--- src/rtl/zigbee_cordic_pkg.sv ---
// ----------------------------------------------------------------------------
// zigbee_cordic_pkg : shared constants and arctangent LUT for the CORDIC pipe
// Revision: 1.0
// ----------------------------------------------------------------------------
`default_nettype none

package zigbee_cordic_pkg;

  localparam int XY_GUARD = 2;

  // atan(2^-i)/(2*pi) held as a 32-bit turn fraction, then rounded to w_size bits.
  function automatic int cordic_atan(input int i, input int w_size);
    logic [63:0] frac;
    logic [63:0] prod;
    case (i)
      0:       frac = 64'd536870912;
      1:       frac = 64'd316933406;
      2:       frac = 64'd167458907;
      3:       frac = 64'd85004756;
      4:       frac = 64'd42667331;
      5:       frac = 64'd21354465;
      6:       frac = 64'd10679838;
      7:       frac = 64'd5340245;
      8:       frac = 64'd2670163;
      9:       frac = 64'd1335087;
      10:      frac = 64'd667544;
      11:      frac = 64'd333772;
      default: frac = 64'd683565276 >> i;
    endcase
    prod = (frac << w_size) + 64'd2147483648;
    return int'(prod >> 32);
  endfunction

endpackage

`default_nettype wire

--- src/rtl/zigbee_cordic_pipe_stage.sv ---
// ----------------------------------------------------------------------------
// zigbee_cordic_pipe_stage : one registered CORDIC vectoring micro-rotation
// Revision: 1.0
// ----------------------------------------------------------------------------
`default_nettype none

module zigbee_cordic_pipe_stage
  import zigbee_cordic_pkg::*;
#(
  parameter int STAGE_IDX = 0,
  parameter int XY_SIZE   = 7,
  parameter int W_SIZE    = 6
) (
  input  logic                      clk,
  input  logic                      rst_n,
  input  logic                      en,
  input  logic                      i_valid,
  input  logic signed [XY_SIZE-1:0] i_x,
  input  logic signed [XY_SIZE-1:0] i_y,
  input  logic        [W_SIZE-1:0]  i_w,
  output logic                      o_valid,
  output logic signed [XY_SIZE-1:0] o_x,
  output logic signed [XY_SIZE-1:0] o_y,
  output logic        [W_SIZE-1:0]  o_w
);

  localparam logic [W_SIZE-1:0] c_ATAN = W_SIZE'(cordic_atan(STAGE_IDX, W_SIZE));

  logic signed [XY_SIZE-1:0] w_xs;
  logic signed [XY_SIZE-1:0] w_ys;

  assign w_xs = i_x >>> STAGE_IDX;
  assign w_ys = i_y >>> STAGE_IDX;

  always_ff @(posedge clk or negedge rst_n) begin
    if (!rst_n) begin
      o_valid <= 1'b0;
      o_x     <= '0;
      o_y     <= '0;
      o_w     <= '0;
    end else if (en) begin
      o_valid <= i_valid;
      // Rotate toward y=0; the angle accumulator wraps modulo a full turn.
      if (!i_y[XY_SIZE-1]) begin
        o_x <= i_x + w_ys;
        o_y <= i_y - w_xs;
        o_w <= i_w + c_ATAN;
      end else begin
        o_x <= i_x - w_ys;
        o_y <= i_y + w_xs;
        o_w <= i_w - c_ATAN;
      end
    end
  end

endmodule

`default_nettype wire

--- src/rtl/zigbee_cordic_pipe.sv ---
// ----------------------------------------------------------------------------
// zigbee_cordic_pipe : pipelined CORDIC vectoring (I/Q -> angle, magnitude)
// Revision: 1.0
// ----------------------------------------------------------------------------
`default_nettype none

module zigbee_cordic_pipe
  import zigbee_cordic_pkg::*;
#(
  parameter int NUM_STAGES = 4,
  parameter int IQ_SIZE    = 5,
  parameter int W_SIZE     = 6,
  parameter int MAG_EN     = 1
) (
  input  logic                      clk,
  input  logic                      rst_n,
  input  logic signed [IQ_SIZE-1:0] Ibb,
  input  logic signed [IQ_SIZE-1:0] Qbb,
  input  logic                      in_valid,
  output logic                      in_ready,
  output logic        [W_SIZE-1:0]  Wout,
  output logic        [IQ_SIZE+1:0] Mag,
  output logic                      out_valid,
  input  logic                      out_ready
);

  localparam int XY = IQ_SIZE + XY_GUARD;

  logic                 w_en;
  logic signed [XY-1:0] w_iext;
  logic signed [XY-1:0] w_qext;

  logic                 r_v0;
  logic signed [XY-1:0] r_x0;
  logic signed [XY-1:0] r_y0;
  logic [W_SIZE-1:0]    r_w0;

  logic                 w_v [NUM_STAGES+1];
  logic signed [XY-1:0] w_x [NUM_STAGES+1];
  logic signed [XY-1:0] w_y [NUM_STAGES+1];
  logic [W_SIZE-1:0]    w_w [NUM_STAGES+1];

  assign w_en     = out_ready | ~out_valid;
  assign in_ready = w_en;

  // Widen before negating so the most negative input stays representable.
  assign w_iext = {{XY_GUARD{Ibb[IQ_SIZE-1]}}, Ibb};
  assign w_qext = {{XY_GUARD{Qbb[IQ_SIZE-1]}}, Qbb};

  always_ff @(posedge clk or negedge rst_n) begin
    if (!rst_n) begin
      r_v0 <= 1'b0;
      r_x0 <= '0;
      r_y0 <= '0;
      r_w0 <= '0;
    end else if (w_en) begin
      r_v0 <= in_valid;
      if (Ibb[IQ_SIZE-1]) begin
        r_x0 <= -w_iext;
        r_y0 <= -w_qext;
        r_w0 <= {1'b1, {(W_SIZE-1){1'b0}}};
      end else begin
        r_x0 <= w_iext;
        r_y0 <= w_qext;
        r_w0 <= '0;
      end
    end
  end

  assign w_v[0] = r_v0;
  assign w_x[0] = r_x0;
  assign w_y[0] = r_y0;
  assign w_w[0] = r_w0;

  for (genvar g = 0; g < NUM_STAGES; g++) begin : g_stage
    zigbee_cordic_pipe_stage #(
      .STAGE_IDX (g),
      .XY_SIZE   (XY),
      .W_SIZE    (W_SIZE)
    ) u_stage (
      .clk     (clk),
      .rst_n   (rst_n),
      .en      (w_en),
      .i_valid (w_v[g]),
      .i_x     (w_x[g]),
      .i_y     (w_y[g]),
      .i_w     (w_w[g]),
      .o_valid (w_v[g+1]),
      .o_x     (w_x[g+1]),
      .o_y     (w_y[g+1]),
      .o_w     (w_w[g+1])
    );
  end

  assign out_valid = w_v[NUM_STAGES];
  assign Wout      = w_w[NUM_STAGES];

  if (MAG_EN != 0) begin : g_mag
    assign Mag = w_x[NUM_STAGES] & {1'b0, {(XY-1){1'b1}}};
  end else begin : g_nomag
    assign Mag = '0;
  end

endmodule

`default_nettype wire
--- config.mk ---
export PLATFORM = sky130hd
export DESIGN_NAME = zigbee_cordic_pipe
export DESIGN_NICKNAME = d
export VERILOG_FILES = /design/src/rtl/zigbee_cordic_pkg.sv /design/src/rtl/zigbee_cordic_pipe_stage.sv /design/src/rtl/zigbee_cordic_pipe.sv
export SDC_FILE = /design/constraint.sdc
export NUM_CORES = 1
export LEC_CHECK = 0
export CAP_MARGIN = 20
export CORE_ASPECT_RATIO = 0.8
export CORE_MARGIN = 4
export CORE_UTILIZATION = 30
export CTS_CLUSTER_SIZE = 20
export DETAILED_ROUTE_END_ITERATION = 7
export PLACE_DENSITY = 0.56
export SETUP_SLACK_MARGIN = 0.05
export SLEW_MARGIN = 20
export SYNTH_ARGS = -nofsm -noshare
export SYNTH_HDL_FRONTEND = slang
export SYNTH_SLANG_ARGS = --single-unit
--- constraint.sdc ---
create_clock -name clk -period 3.46 [get_ports clk]
set_input_delay 0.692 -clock clk [delete_from_list [all_inputs] [get_ports clk]]
set_output_delay 0.692 -clock clk [all_outputs]
set_load 0.1 [all_outputs]
==> results of run 1 <==
==> per-stage QoR <==
stage / setup WS, ns / util (%) / std cells / instance area, sq um
2_1_floorplan: 0.298 / - / 673 / 5930
4_1_cts: 0.895 / 35.1 / 951 / 6740
6_report: 0.924 / 35.1 / 951 / 6740
3_5_place_dp: 0.986 / 33.5 / 935 / 6440
5_1_grt: 0.746 / 35.1 / 951 / 6740
3_3_place_gp: 1.00 / 33.5 / 935 / 6440
==> sequential cells by signal (all words and copies together), names as in the netlist <==
name	count
r_x0	7
r_y0	7
g_stage.u_stage.o_y	17
g_stage.u_stage.o_w	20
r_v0	1
g_stage.u_stage.o_x	26
g_stage.u_stage.o_valid	4
r_w0	1
==> final cells by class <==
class                   instances  area, sq um  share of cell area (%)
flip-flops and latches         83         2080                    30.8
multi-input cells             502         3490                    51.8
clock buffers                  10          229                    3.40
repair buffers                 33          330                    4.90
clock inverters                 6         65.1                   0.966
inverters                      59          221                    3.29
well taps                     258          323                    4.79
==> worst min-delay path by stage <==
stage | start | to | cells past startpoint
2_1_floorplan | rst_n | g_stage[0].u_stage.o_valid$_DFFE_PN0P_ | 0
3_3_place_gp | g_stage[2].u_stage.o_valid$_DFFE_PN0P_ | g_stage[2].u_stage.o_valid$_DFFE_PN0P_ | 2
3_5_place_dp | g_stage[2].u_stage.o_valid$_DFFE_PN0P_ | g_stage[2].u_stage.o_valid$_DFFE_PN0P_ | 2
4_1_cts | g_stage[2].u_stage.o_valid$_DFFE_PN0P_ | g_stage[2].u_stage.o_valid$_DFFE_PN0P_ | 2
5_1_grt | g_stage[1].u_stage.o_y[0]$_DFFE_PN0P_ | g_stage[1].u_stage.o_y[0]$_DFFE_PN0P_ | 2
6_report | rst_n | g_stage[3].u_stage.o_valid$_DFFE_PN0P_ | 1
==> cells in the final DEF (no fill, tap or decap), types with 9 or more instances in the layout <==
master / n
fa_1: 10
ha_1: 62
xor2_1: 23
nor2b_1: 12
nand2_1: 83
mux2i_1: 10
inv_1: 57
xnor2_1: 29
nor3_1: 14
dfrtp_1: 83
clkdlybuf4s50_1: 23
nor2_1: 56
clkbuf_16: 9
o31ai_1: 9
o21ai_0: 49
a21oi_1: 54
==> synth_stat cells (5+ instances only) <==
cell      count
nor3_1       14
clkbuf_1     13
mux2i_1      10
inv_1        58
buf_2        11
fa_1         10
o31ai_1       9
o21ai_0      49
ha_1         62
dfrtp_1      83
xnor2_1      29
a211oi_1      6
xor2_1       23
a21oi_1      54
o211ai_1      5
nand2_1      83
nand2b_1      8
a21o_1        6
nor2_1       56
nor2b_1      13
==> layer usage <==
layer | GRT usage [%] | vias to the layer above
li1 | - | 2319
met3 | 2.54 | 9
met5 | 0 | -
met1 | 19.6 | 2087
met4 | 2.77 | 0
met2 | 16.9 | 78
==> cell families (layout without fill, tap and decap cells) <==
| family | Yosys count | after routing | synth area share [%] |
|---|---|---|---|
| simple gates | 203 | 203 | 15.8 |
| compound gates | 161 | 161 | 16.5 |
| buf+inv | 88 | 108 | 6.19 |
| flops | 83 | 83 | 35.1 |
| fa+ha+maj | 72 | 72 | 16.5 |
| xor+xnor | 52 | 52 | 7.69 |
| mux | 13 | 13 | 2.26 |
| other cells | 1 | 1 | 0.0633 |
==> impl_metrics.yaml, run 1 <==
outcome:
  outcome: "finished, final reports clean"
hold_path:
  hold_path_class: "in -> async"
timing:
  fin_worst_skew_ns: 0.00819
  drv_slew: 0
  finalHoldViolations: 0
  setup_tns_ns: 0
  min_period_over_period_pct: 73.3
  fin_crit_ns: 2.54
  whs_ns: 0.448
  rsz0062_at_grt: "false"
  finalSetupViolations: 0
  worstMarginPinSlew_ns: 0.983
  fmaxAchievable_ghz: 0.394
  slew_headroom_pct: 34.3
setup_path:
  start_kind: "flip-flop"
  crit_cells: 1
  cp.required_ns: 2.77
  regToRegSetupSlack_ns: 0.98
  worstPathArrival_ns: 1.84
  r2r_start: "g_stage[0].u_stage.o_x[1]$_DFFE_PN0P_"
  timing.critical_path.to: "Wout[4]"
  r2r_cells: 9
  cp_top_family: "buffers and inverters"
  slowest_stage: "clkdlybuf4s50_1"
  crit_buf_inv: 1
  r2r_end: "g_stage[1].u_stage.o_y[6]$_DFFE_PN0P_"
  critical_path.max_stage_delay_ns: 1.14
  crit_path_cell_trace: "clkdlybuf4s50_1"
  path_max_fanout: 2
  crit_path_end_kind: "primary output"
  crit_start: "g_stage[3].u_stage.o_w[4]$_DFFE_PN0P_"
  critical_path_class: "reg -> out"
cells_and_area:
  n_antenna_cell: 0
  area_growth_syn_to_layout_pct: 13.7
  drive_gt1_share_pct: 5.48
  nets: 774
  n_fill_cell: 1979
global_route:
  antenna_found_initial: 0
  grt_max_degree: 85
  grt_pass1_vias: 4371
  grt_pass1_wl_microns: 22100
  gr-total-overflow: 0
  gr-usage-all-layers_pct: 12.4
detailed_routing:
  met3_length_microns: 541
  antenna_left: 0
  vias: 4493
  m1WireLength_microns: 7200
  drtIter0Drc: 262
  wl_met2_microns: 4940
  routed.top_layer: "met4"
  drt_wl_total_microns: 12800
  wl_per_cell_microns: 13.5
  drc_errors: 0
  dr.pass1.iters: 5
  vias_per_cell: 4.72
floorplanning:
  die-area_sq_mm: 0.0221
  coreArea_sq_mm: 0.0192
  start_util_pct: 30.9
  die_w_microns: 165
  row_count: 45
  die_h_microns: 134
  ios: 29
synth:
  ys_types: 60
  synthArstFlopShare_pct: 100
  synth.top_cells.by_area: "dfrtp_1 35%, ha_1 13%, nand2_1 5.3%, a21oi_1 4.6%, xnor2_1 4.3%"
  synth_top_area_cell: "dfrtp_1"
  ys_warn_count: 0
  synth_area_per_cell_sq_um: 8.80
  synth-seq-cells: 83
  netlist_area_sq_mm: 0.00593
  yosysSeqAreaShare_pct: 35.1
  synth_ff_type: "dfrtp_1"
  synth_top_area_share_pct: 35.1
  synth_fp_nets: 759
  synthCells: 673
  synth_edf_count: 0
placed_design:
  place_congestion: 0.806
  place_hpwl_microns: 9420
  portBuffers: 27
clock_network:
  root_buffer: "clkbuf_16"
  cts_max_path_buffers: 2
  cts_resized: 0
  cts_made_buffers: 9
  htreeDepth: 3
  clk_latency_ns: 0.35
  cts_tree: "yes"
  cts_hold_buf: 0
  cts_setup_buffers: 0
  clock-sinks: 83
  clkTransAtPathRegs_ns: 0.06
run:
  maxCapViolations: 0
Power of run 1 is left out: the tool's default activity adds up to more than one toggle a clock period on the data nets, which glitch-free logic cannot reach.
==> inputs of run 2 (changes only) <==
- PLACE_DENSITY: 0.56 -> 0.58
- clock period: 3.46 -> 2.2 ns (I/O delays scaled with it)
==> run 2 against run 1 <==
  * Routed wire length increased by 7.1%
  * Final cell count up 4.3%
  * Utilization rose by 2.6 points
  * Flip-flop and latch count did not move
  * Non-clock buffer count is 42 higher
  * Critical endpoint is now g_stage[1].u_stage.o_y[6]$_DFFE_PN0P_
  * First-iteration DRC count grew 5.0%
  * Sequential share of layout area fell by 2.0 points
  * Via count up 5.6%
  * Clock-buffer cell count fell by 1
  * Setup slack lost 0.90 ns
  * Register-to-register slack got worse by 0.96 ns
  * Worst hold slack got worse by 0.43 ns
==> impl_metrics.yaml, run 2 (synthesized netlist as in run 1, its figures left out) <==
floorplanning:
  ios: 29
  start_util_pct: 30.9
  die_h_microns: 134
  coreArea_sq_mm: 0.0192
  row_count: 45
  die-area_sq_mm: 0.0221
  die_w_microns: 165
clock_network:
  clkTransAtPathRegs_ns: 0.07
  htreeDepth: 3
  cts_made_buffers: 9
  cts_hold_buf: 0
  root_buffer: "clkbuf_16"
  clock-sinks: 83
  clk_latency_ns: 0.35
  cts_max_path_buffers: 2
  cts_tree: "yes"
detailed_routing:
  antenna_left: 0
  vias_per_cell: 4.78
  wl_per_cell_microns: 13.8
  drtIter0Drc: 275
  vias: 4746
  drc_errors: 0
  drt_wl_total_microns: 13700
  dr.pass1.iters: 4
cells_and_area:
  largestRegisters: "g_stage.u_stage.o_x (26), g_stage.u_stage.o_w (20), g_stage.u_stage.o_y (17)"
  final_cell_mix: "83 x nand2_1, 79 x dfrtp_1, 58 x ha_1, 56 x buf_4, 55 x inv_1"
  regMostFlops: "g_stage.u_stage.o_x"
  largest_reg_flops: 26
  regArea_sq_mm: 0.00208
  fin_cells: 992
  final_common_cell: "nand2_1"
  nets: 816
  area_growth_syn_to_layout_pct: 22.0
  n_antenna_cell: 0
  n_fill_cell: 1954
  multiInputGateArea_sq_mm: 0.00366
  design_area_sq_mm: 0.00723
  drive_gt1_share_pct: 17.2
  fin_util_pct: 37.7
hold_path:
  hold_path_class: "in -> async"
setup_path:
  cp_top_family: "adder cells"
  cp.required_ns: 2.43
  critical_path_class: "reg -> reg"
  worstPathArrival_ns: 2.41
  crit_start: "g_stage[0].u_stage.o_x[2]$_DFFE_PN0P_"
  slowest_stage: "dfrtp_1"
  crit_path_cell_trace: "inv_1 > ha_1 > mux2_4 > fa_2 > a211oi_4 > o21bai_1 > a21oi_2 > xor2_1 > o21ai_1"
  crit_buf_inv: 1
  r2r_start: "g_stage[0].u_stage.o_x[2]$_DFFE_PN0P_"
  start_kind: "flip-flop"
  critical_path.max_stage_delay_ns: 0.37
  path_max_fanout: 3
  crit_path_end_kind: "flip-flop"
global_route:
  grt_pass1_wl_microns: 23500
  gr-total-overflow: 0
  grt_pass1_vias: 4654
  grt_max_degree: 42
  antenna_found_initial: 0
  gr-usage-all-layers_pct: 13.1
placed_design:
  place_hpwl_microns: 9990
  place_area_sq_mm: 0.00669
  place_congestion: 0.847
  placed_cells: 968
  portBuffers: 27
outcome:
  outcome: "finished, final reports clean"
timing:
  drv_slew: 0
  finalHoldViolations: 0
  finalSetupViolations: 0
  fin_crit_ns: 2.18
  fin_worst_skew_ns: 0.00816
  fmaxAchievable_ghz: 0.459
  min_period_over_period_pct: 99.1
  rsz0062_at_grt: "true"
run:
  maxCapViolations: 0
[run 2: worst register-to-register path: cells and delay by family, from the launching register on]
| kind | cells | cell delay (ns) |
|---|---|---|
| adders and majority gates | 2 | 0.63 |
| AOI/OAI and AO/OA | 4 | 0.57 |
| DFF | 1 | 0.37 |
| muxes | 1 | 0.29 |
| xor gates and xnor gates | 1 | 0.15 |
| buffers and inverters | 1 | 0.05 |
[run 2: path summary, 6_finish.rpt]
kind	depth (start not counted)	slack (ns)	end
min reg2reg	2	0.46	g_stage[2].u_stage.o_valid$_DFFE_PN0P_
min	1	0.02	g_stage[3].u_stage.o_valid$_DFFE_PN0P_
max reg2reg	9	0.02	g_stage[1].u_stage.o_y[6]$_DFFE_PN0P_
max	9	0.02	g_stage[1].u_stage.o_y[6]$_DFFE_PN0P_
max in group asynchronous	2	1.59	g_stage[0].u_stage.o_y[6]$_DFFE_PN0P_
min in group clk	2	0.46	g_stage[2].u_stage.o_valid$_DFFE_PN0P_
[run 2: timing repair]
item	CTS	global route
buffers inserted	0	9
setup endpoints to repair	3	19
pin swaps	0	19
hold endpoints to repair	0	0
gates cloned	0	0
gates resized for setup	2	47
[run 2: layer usage]
metal	track usage, %	vias up	wire length [microns]
met5	0	-	0
met4	2.12	0	89
met3	3.50	8	572
met1	19.9	2262	7170
li1	-	2395	-
met2	18.8	81	5880
[run 2: stage by stage]
stage	setup TNS [ns]	hold WS, ns	worst slack (ns)
global route	-0.470	0.0401	-0.121
floorplan	0	0.144	0.0369
CTS	0	0.0184	0.0165
detailed placement	0	0.395	0.0208
finish	0	0.0155	0.0202
global placement	0	0.399	0.0693
[run 2: cell type report]
cell class              instances  share of cell area, %
well taps                     258                   4.46
repair buffers                 75                   9.05
multi-input cells             502                   50.6
flip-flops and latches         83                   28.8
inverters                      59                   3.06
clock buffers                   9                   3.11
clock inverters                 6                  0.900
Power of run 2 is left out for the same reason.
